[src/rtl/rvfi_csr_shadow_check.sv]
// Shadow-tracks one plain-storage CSR over the RVFI stream and flags read mismatches, order gaps and bad writes.
// Latency: checks are combinational on the event; fail/shadow/order state update on the next clock edge.
// Backpressure: none; a pure observer that accepts every retirement presented.
module rvfi_csr_shadow_check #(
    parameter int                XLEN        = 32,
    parameter int                ORDER_W     = 64,
    parameter logic [XLEN-1:0]   LEGAL_WMASK = {XLEN{1'b1}},
    parameter bit                CHECK_ORDER = 1'b1
) (
    input  logic               clock,
    input  logic               reset,
    input  logic               check,
    input  logic               rvfi_valid,
    input  logic [ORDER_W-1:0] rvfi_order,
    input  logic               rvfi_trap,
    input  logic [XLEN-1:0]    rvfi_csr_rmask,
    input  logic [XLEN-1:0]    rvfi_csr_wmask,
    input  logic [XLEN-1:0]    rvfi_csr_rdata,
    input  logic [XLEN-1:0]    rvfi_csr_wdata,
    output logic               fail,
    output logic [2:0]         fail_code,
    output logic [ORDER_W-1:0] fail_order,
    output logic [15:0]        retired
);

    localparam logic [2:0] CODE_NONE   = 3'd0;
    localparam logic [2:0] CODE_ORDER  = 3'd1;
    localparam logic [2:0] CODE_TRAPWR = 3'd2;
    localparam logic [2:0] CODE_ILLWR  = 3'd3;
    localparam logic [2:0] CODE_RDMIS  = 3'd4;

    logic [XLEN-1:0]    shadow;
    logic [XLEN-1:0]    known;
    logic [ORDER_W-1:0] exp_order;
    logic               have_order;

    logic               err_order;
    logic               err_trapwr;
    logic               err_illwr;
    logic               err_rdmis;
    logic [2:0]         err_code;
    logic [XLEN-1:0]    learn_mask;
    logic [XLEN-1:0]    shadow_nxt;

    always_comb begin
        err_order  = CHECK_ORDER && have_order && (rvfi_order != exp_order);
        err_trapwr = rvfi_trap && (rvfi_csr_wmask != '0);
        err_illwr  = (rvfi_csr_wmask & ~LEGAL_WMASK) != '0;
        err_rdmis  = ((rvfi_csr_rdata ^ shadow) & rvfi_csr_rmask & known) != '0;

        err_code = CODE_NONE;
        if (err_order)
            err_code = CODE_ORDER;
        else if (err_trapwr)
            err_code = CODE_TRAPWR;
        else if (err_illwr)
            err_code = CODE_ILLWR;
        else if (err_rdmis)
            err_code = CODE_RDMIS;

        // Written bits take wdata; read-only bits learn rdata; untouched bits hold.
        learn_mask = rvfi_csr_rmask & ~rvfi_csr_wmask;
        shadow_nxt = (shadow & ~(rvfi_csr_rmask | rvfi_csr_wmask))
                   | (rvfi_csr_rdata & learn_mask)
                   | (rvfi_csr_wdata & rvfi_csr_wmask);
    end

    always_ff @(posedge clock) begin
        if (reset) begin
            fail       <= 1'b0;
            fail_code  <= CODE_NONE;
            fail_order <= '0;
            retired    <= '0;
            shadow     <= '0;
            known      <= '0;
            exp_order  <= '0;
            have_order <= 1'b0;
        end else if (rvfi_valid) begin
            if (check && !fail && (err_code != CODE_NONE)) begin
                fail       <= 1'b1;
                fail_code  <= err_code;
                fail_order <= rvfi_order;
            end
            shadow     <= shadow_nxt;
            known      <= known | rvfi_csr_rmask | rvfi_csr_wmask;
            exp_order  <= rvfi_order + {{(ORDER_W-1){1'b0}}, 1'b1};
            have_order <= 1'b1;
            if (retired != 16'hFFFF)
                retired <= retired + 16'd1;
        end
    end

`ifdef FORMAL
    always_comb begin
        if (!reset && rvfi_valid && check) begin
            a_order:  assert (!err_order);
            a_trapwr: assert (!err_trapwr);
            a_illwr:  assert (!err_illwr);
            a_rdmis:  assert (!err_rdmis);
        end
    end
`endif

endmodule

[config.mk]
export PLATFORM = sky130hd
export DESIGN_NAME = rvfi_csr_shadow_check
export DESIGN_NICKNAME = d
export VERILOG_FILES = /design/src/rtl/rvfi_csr_shadow_check.sv
export SDC_FILE = /design/constraint.sdc
export NUM_CORES = 1
export LEC_CHECK = 0
export ABC_CLOCK_PERIOD_IN_PS = 4700
export BUFFER_PORTS_ARGS = -buffer_cell sky130_fd_sc_hd__clkbuf_2
export CAP_MARGIN = 20
export CORE_MARGIN = 2
export CORE_UTILIZATION = 55
export CTS_CLUSTER_SIZE = 10
export DETAILED_ROUTE_END_ITERATION = 10
export PLACE_DENSITY = 0.83
export REMOVE_ABC_BUFFERS = 1
export SLEW_MARGIN = 25
export SYNTH_ARGS = -nofsm -noshare
export SYNTH_HDL_FRONTEND = slang
export SYNTH_SLANG_ARGS = --single-unit
[constraint.sdc]
create_clock -name clock -period 4.7 [get_ports clock]
set_input_delay 0.705 -clock clock [delete_from_list [all_inputs] [get_ports clock]]
set_output_delay 0.705 -clock clock [all_outputs]
set_load 0.01 [all_outputs]
==> flow_results.org <==
** Run
- Across the run, the number of max-cap violations was 0.

** Clocking
- Register clock-pin slew on the reported worst setup and hold paths :: about 0.050 ns
- Number of buffers inserted by post-CTS setup repair :: 0
- The root buffer cell chosen for the clock tree is sky130_fd_sc_hd__clkbuf_16.
- CTS saw around 210 sinks.
- No sink is reached through more buffers than the 3 on the longest clock path.
- Insertion delay of the later-clocked pin in the worst-skew pair :: approximately 0.52 ns
- CTS buffer count :: 25
- CTS H-tree depth :: 1
- Hold repair after CTS inserted 0 buffers.
- Once the clock tree was built, the resizer swapped 0 gates to a different size.
- TritonCTS built the clock tree.

** Logic synthesis
- Library cell with the largest summed area after synthesis :: sky130_fd_sc_hd__dfxtp_1
- Of the post-synthesis cell area, the part taken by muxes is 0.09111.
- The share of synthesized area in the top cell type comes to 0.3960.
- After synthesis, the largest family of logic cells by area is simple AND/OR/NAND/NOR gates.
- EDFF count, synth :: 0
- Adder-cell share of the synthesized area :: 0.002324
- Synthesis handed over a netlist of around 1300 instances.
- The synthesized design contains 213 register bits.
- The netlist uses 46 different library cells.
- For this run, asynchronously set or reset flops after synthesis account for 0.
- Dividing the synthesized area by the synthesized cell count gives ~8.5 sq um.
- The post-synthesis compound-gate area fraction is 0.1099.
- Synth top area cells :: sky130_fd_sc_hd__dfxtp_1, sky130_fd_sc_hd__mux2i_1, sky130_fd_sc_hd__xnor2_1
- Of the total synthesized cell area, the portion taken by AND, OR, NAND and NOR gates is 0.2138.
- Register area share after synthesis :: 0.3960
- Of the total synthesized cell area, the portion taken by XOR and XNOR cells is 0.1326.
- Among all flip-flop cells after synthesis, the most frequent one is sky130_fd_sc_hd__dfxtp_1.
- Yosys printed 0 warnings.
- Area of the mapped netlist :: 10770 sq um

** Pwr
- Pwr per Cell Area :: 342.1 nW/um^2
- The design draws 4.430 mW.
- VDD sags by at most about 0.00028 V.
- For this design the static power due to leakage is 5.669 nW.

** Cells and area
- In the final layout, the multi-input gates occupy just under 6000 sq um.
- Inserted Diodes :: 0
- The final layout contains around 1700 nets.
- Fraction of the core area covered by cells at the end of the flow :: 0.6698
- The filler cells instantiated in the layout total 1595.
- Share of final-layout standard cells stronger than drive strength 1 :: 0.2230
- Leaving out fill and tap cells, the most frequent cell in the layout is sky130_fd_sc_hd__clkbuf_2.
- Sequential cell area :: approximately 4300 sq um
- Number of non-filler instances in the completed layout :: 1772
- Compared with the post-synthesis result, the final layout area differs by 20.28%.
- Leading cell types in the layout, fill and taps excluded :: sky130_fd_sc_hd__clkbuf_2, sky130_fd_sc_hd__dfxtp_1, sky130_fd_sc_hd__nand2_1

** Global routing
- Aggregate global-route resource usage :: 0.2720
- Entering global routing, the biggest net connects around 110 pins.
- In the global route stage, met2 resource usage came out at 0.4734.
- For this run the aggregate overflow at the end of global routing stands at 0.
- Via count of the first global-routing pass :: 9188
- Initial antenna violation count :: 0
- Busiest metal layer after global routing :: met2
- Met1 track utilization from global routing :: 0.3319
- First-pass GRT wire length :: around 45 mm
- For this run, global-route usage on met3 was measured as 0.04698.

** Timing
- Unrepaired setup endpoints after global routing :: no
- The total count of hold-check failures in the final report came to 0.
- Once routing completed, OpenROAD measured the worst setup slack at around 1.6 ns.
- The routed design could run at a clock period as short as just over 3 ns.
- Final TNS setup :: 0 ns
- Skew final :: between 0.009 and 0.01 ns
- The max-slew violation total from the final report is 0.
- Highest clock rate :: between 300 and 400 MHz
- Worst-case headroom to the max-slew limit :: 0.3920
- Final period util :: 0.6603
- At the pin with the least slew margin, the transition time is about 0.9 ns.
- Setup violations remaining at the end of the flow were counted as 0.

** Critical path
- Kind of critical path :: input pin to flip-flop
- For this run, the slowest stage of the critical path takes between 0.7 and 0.8 ns.
- The most critical setup path has its startpoint at rvfi_csr_wmask[6].
- The cell family contributing the most delay on the critical path is simple AND/OR/NAND/NOR gates.
- Origin of the critical flop-to-flop path :: shadow[10]$_SDFFE_PP0P_
- STA classifies the critical path endpoint as a flip-flop.
- For the worst setup path, the data required time is about 5 ns.
- Cell with the largest stage delay on the worst path :: sky130_fd_sc_hd__nor4_1
- Cells along the critical path :: clkbuf_2 > nor4_1 > nand4_1 > o211ai_1 > and3_4 > buf_4 > mux2i_1
- Maximum fanout along the worst path :: 33
- Number of buffer and inverter instances along the worst setup path :: 2
- The worst setup path is launched from an input pin.
- STA puts the critical path data arrival time at approximately 3.5 ns.

** Detailed routing
- Using the TritonRoute via totals, the vias-per-cell ratio works out to approximately 5.5.
- Starting DRT DRC Count :: about 600
- Detailed routing inserted a total of ~10000 vias.
- After detailed routing, the number of remaining DRC violations is 0.
- Once detail routing completed, the nets flagged for antenna violations numbered 0.
- For this block, the routed nets add up to approximately 30 mm of wire.
- First-pass detailed-route iteration total :: 5
- Wire length per cell :: approximately 17 microns

** Outcome
- The flow ran to the end, and the final reports show no timing, DRC or antenna violations.

** Floorplan
- Overall die width :: ~140 microns
- Placeable core region :: just under 20000 sq um
- For this configuration, the core starts out at a cell density of 0.5568.
- Top-level I/O count :: between 200 and 300
- Overall die area :: between 20000 and 25000 sq um
- The initialized floorplan defines between 50 and 60 standard-cell rows.
- In this run the vertical extent of the chip is between 100 and 150 microns.

** Worst hold path
- The startpoint identified for the worst hold timing path is known[21]$_SDFFE_PP0P_.
- The path class of the tightest hold or removal check is flip-flop to flip-flop.

** Placed design
- At the end of routability-driven placement, the weighted congestion stood at between 0.8 and 0.9.
- Placed Instances :: between 1500 and 2000
- Summed over all nets, the half-perimeter wirelength after detailed placement is roughly 22 mm.
- Before CTS, the worst setup slack after placement is approximately 1.1 ns.
- Total of buffers placed on input and output ports :: 280
[logic make-up after synthesis]
family,after synthesis
compound gates,175
xor+xnor,163
fa+ha+maj,2
buf+inv,146
flops,213
mux,98
simple gates,463
[stage by stage]
step | cell area, sq um | hold slack (ns)
finish | 12950 | 0.4438
global route | 12950 | 0.4609
floorplan | 10460 | 0.4197
detailed placement | 12260 | 0.4376
global placement | 12260 | 0.4334
CTS | 12920 | 0.4465
[final timing paths]
kind	end	slack [ns]	cells past startpoint
setup / recovery	fail_order[1]$_SDFFE_PP0P_	1.60	7
hold / removal	known[21]$_SDFFE_PP0P_	0.44	2
setup reg to reg	fail_order[1]$_SDFFE_PP0P_	1.72	8
hold reg to reg	known[21]$_SDFFE_PP0P_	0.44	2
[synth_stat cells (34+ instances only)]
master,instances
sky130_fd_sc_hd__nand4_1,44
sky130_fd_sc_hd__mux2i_1,98
sky130_fd_sc_hd__xor2_1,81
sky130_fd_sc_hd__o21ai_0,42
sky130_fd_sc_hd__clkbuf_1,59
sky130_fd_sc_hd__a21oi_1,34
sky130_fd_sc_hd__nand3_1,63
sky130_fd_sc_hd__nor2_1,92
sky130_fd_sc_hd__nand2_1,156
sky130_fd_sc_hd__xnor2_1,82
sky130_fd_sc_hd__dfxtp_1,213
sky130_fd_sc_hd__a211oi_1,53
sky130_fd_sc_hd__inv_1,73
[final cells by class]
class,count,share of cell area
multi-input combinational,901,0.4575
tap,265,0.02560
timing repair buffer,288,0.1148
clock buffer,31,0.05082
sequential,213,0.3293
clock inverter,1,0.0006763
inverter,73,0.02135
[flip-flops by register name, indices dropped and copies added (netlist names)]
register    flops
exp_order      64
fail_order     64
known          32
shadow         32
retired        16
fail_code       3
fail            1
have_order      1
[power by group]
part | internal [mW] | switching [mW]
Sequential | 1.95 | 0.0824
Combinational | 0.317 | 0.415
Clock | 0.966 | 0.704
Total | 3.23 | 1.20
[metal layers]
metal,wire length [microns],part of all wire
met4,1173,0.040
met2,14210,0.48
met1,11840,0.40
met3,2332,0.079
met5,0,0
[worst min-delay path, delay by kind of cell, from the launching register on]
| kind | cells | cell delay, ns |
|---|---|---|
| AOI/OAI and AO/OA | 1 | 0.05 |
| buffers and inverters | 1 | 0.04 |
| DFF | 1 | 0.30 |
Note: power is estimated with default switching activity, not from simulation.
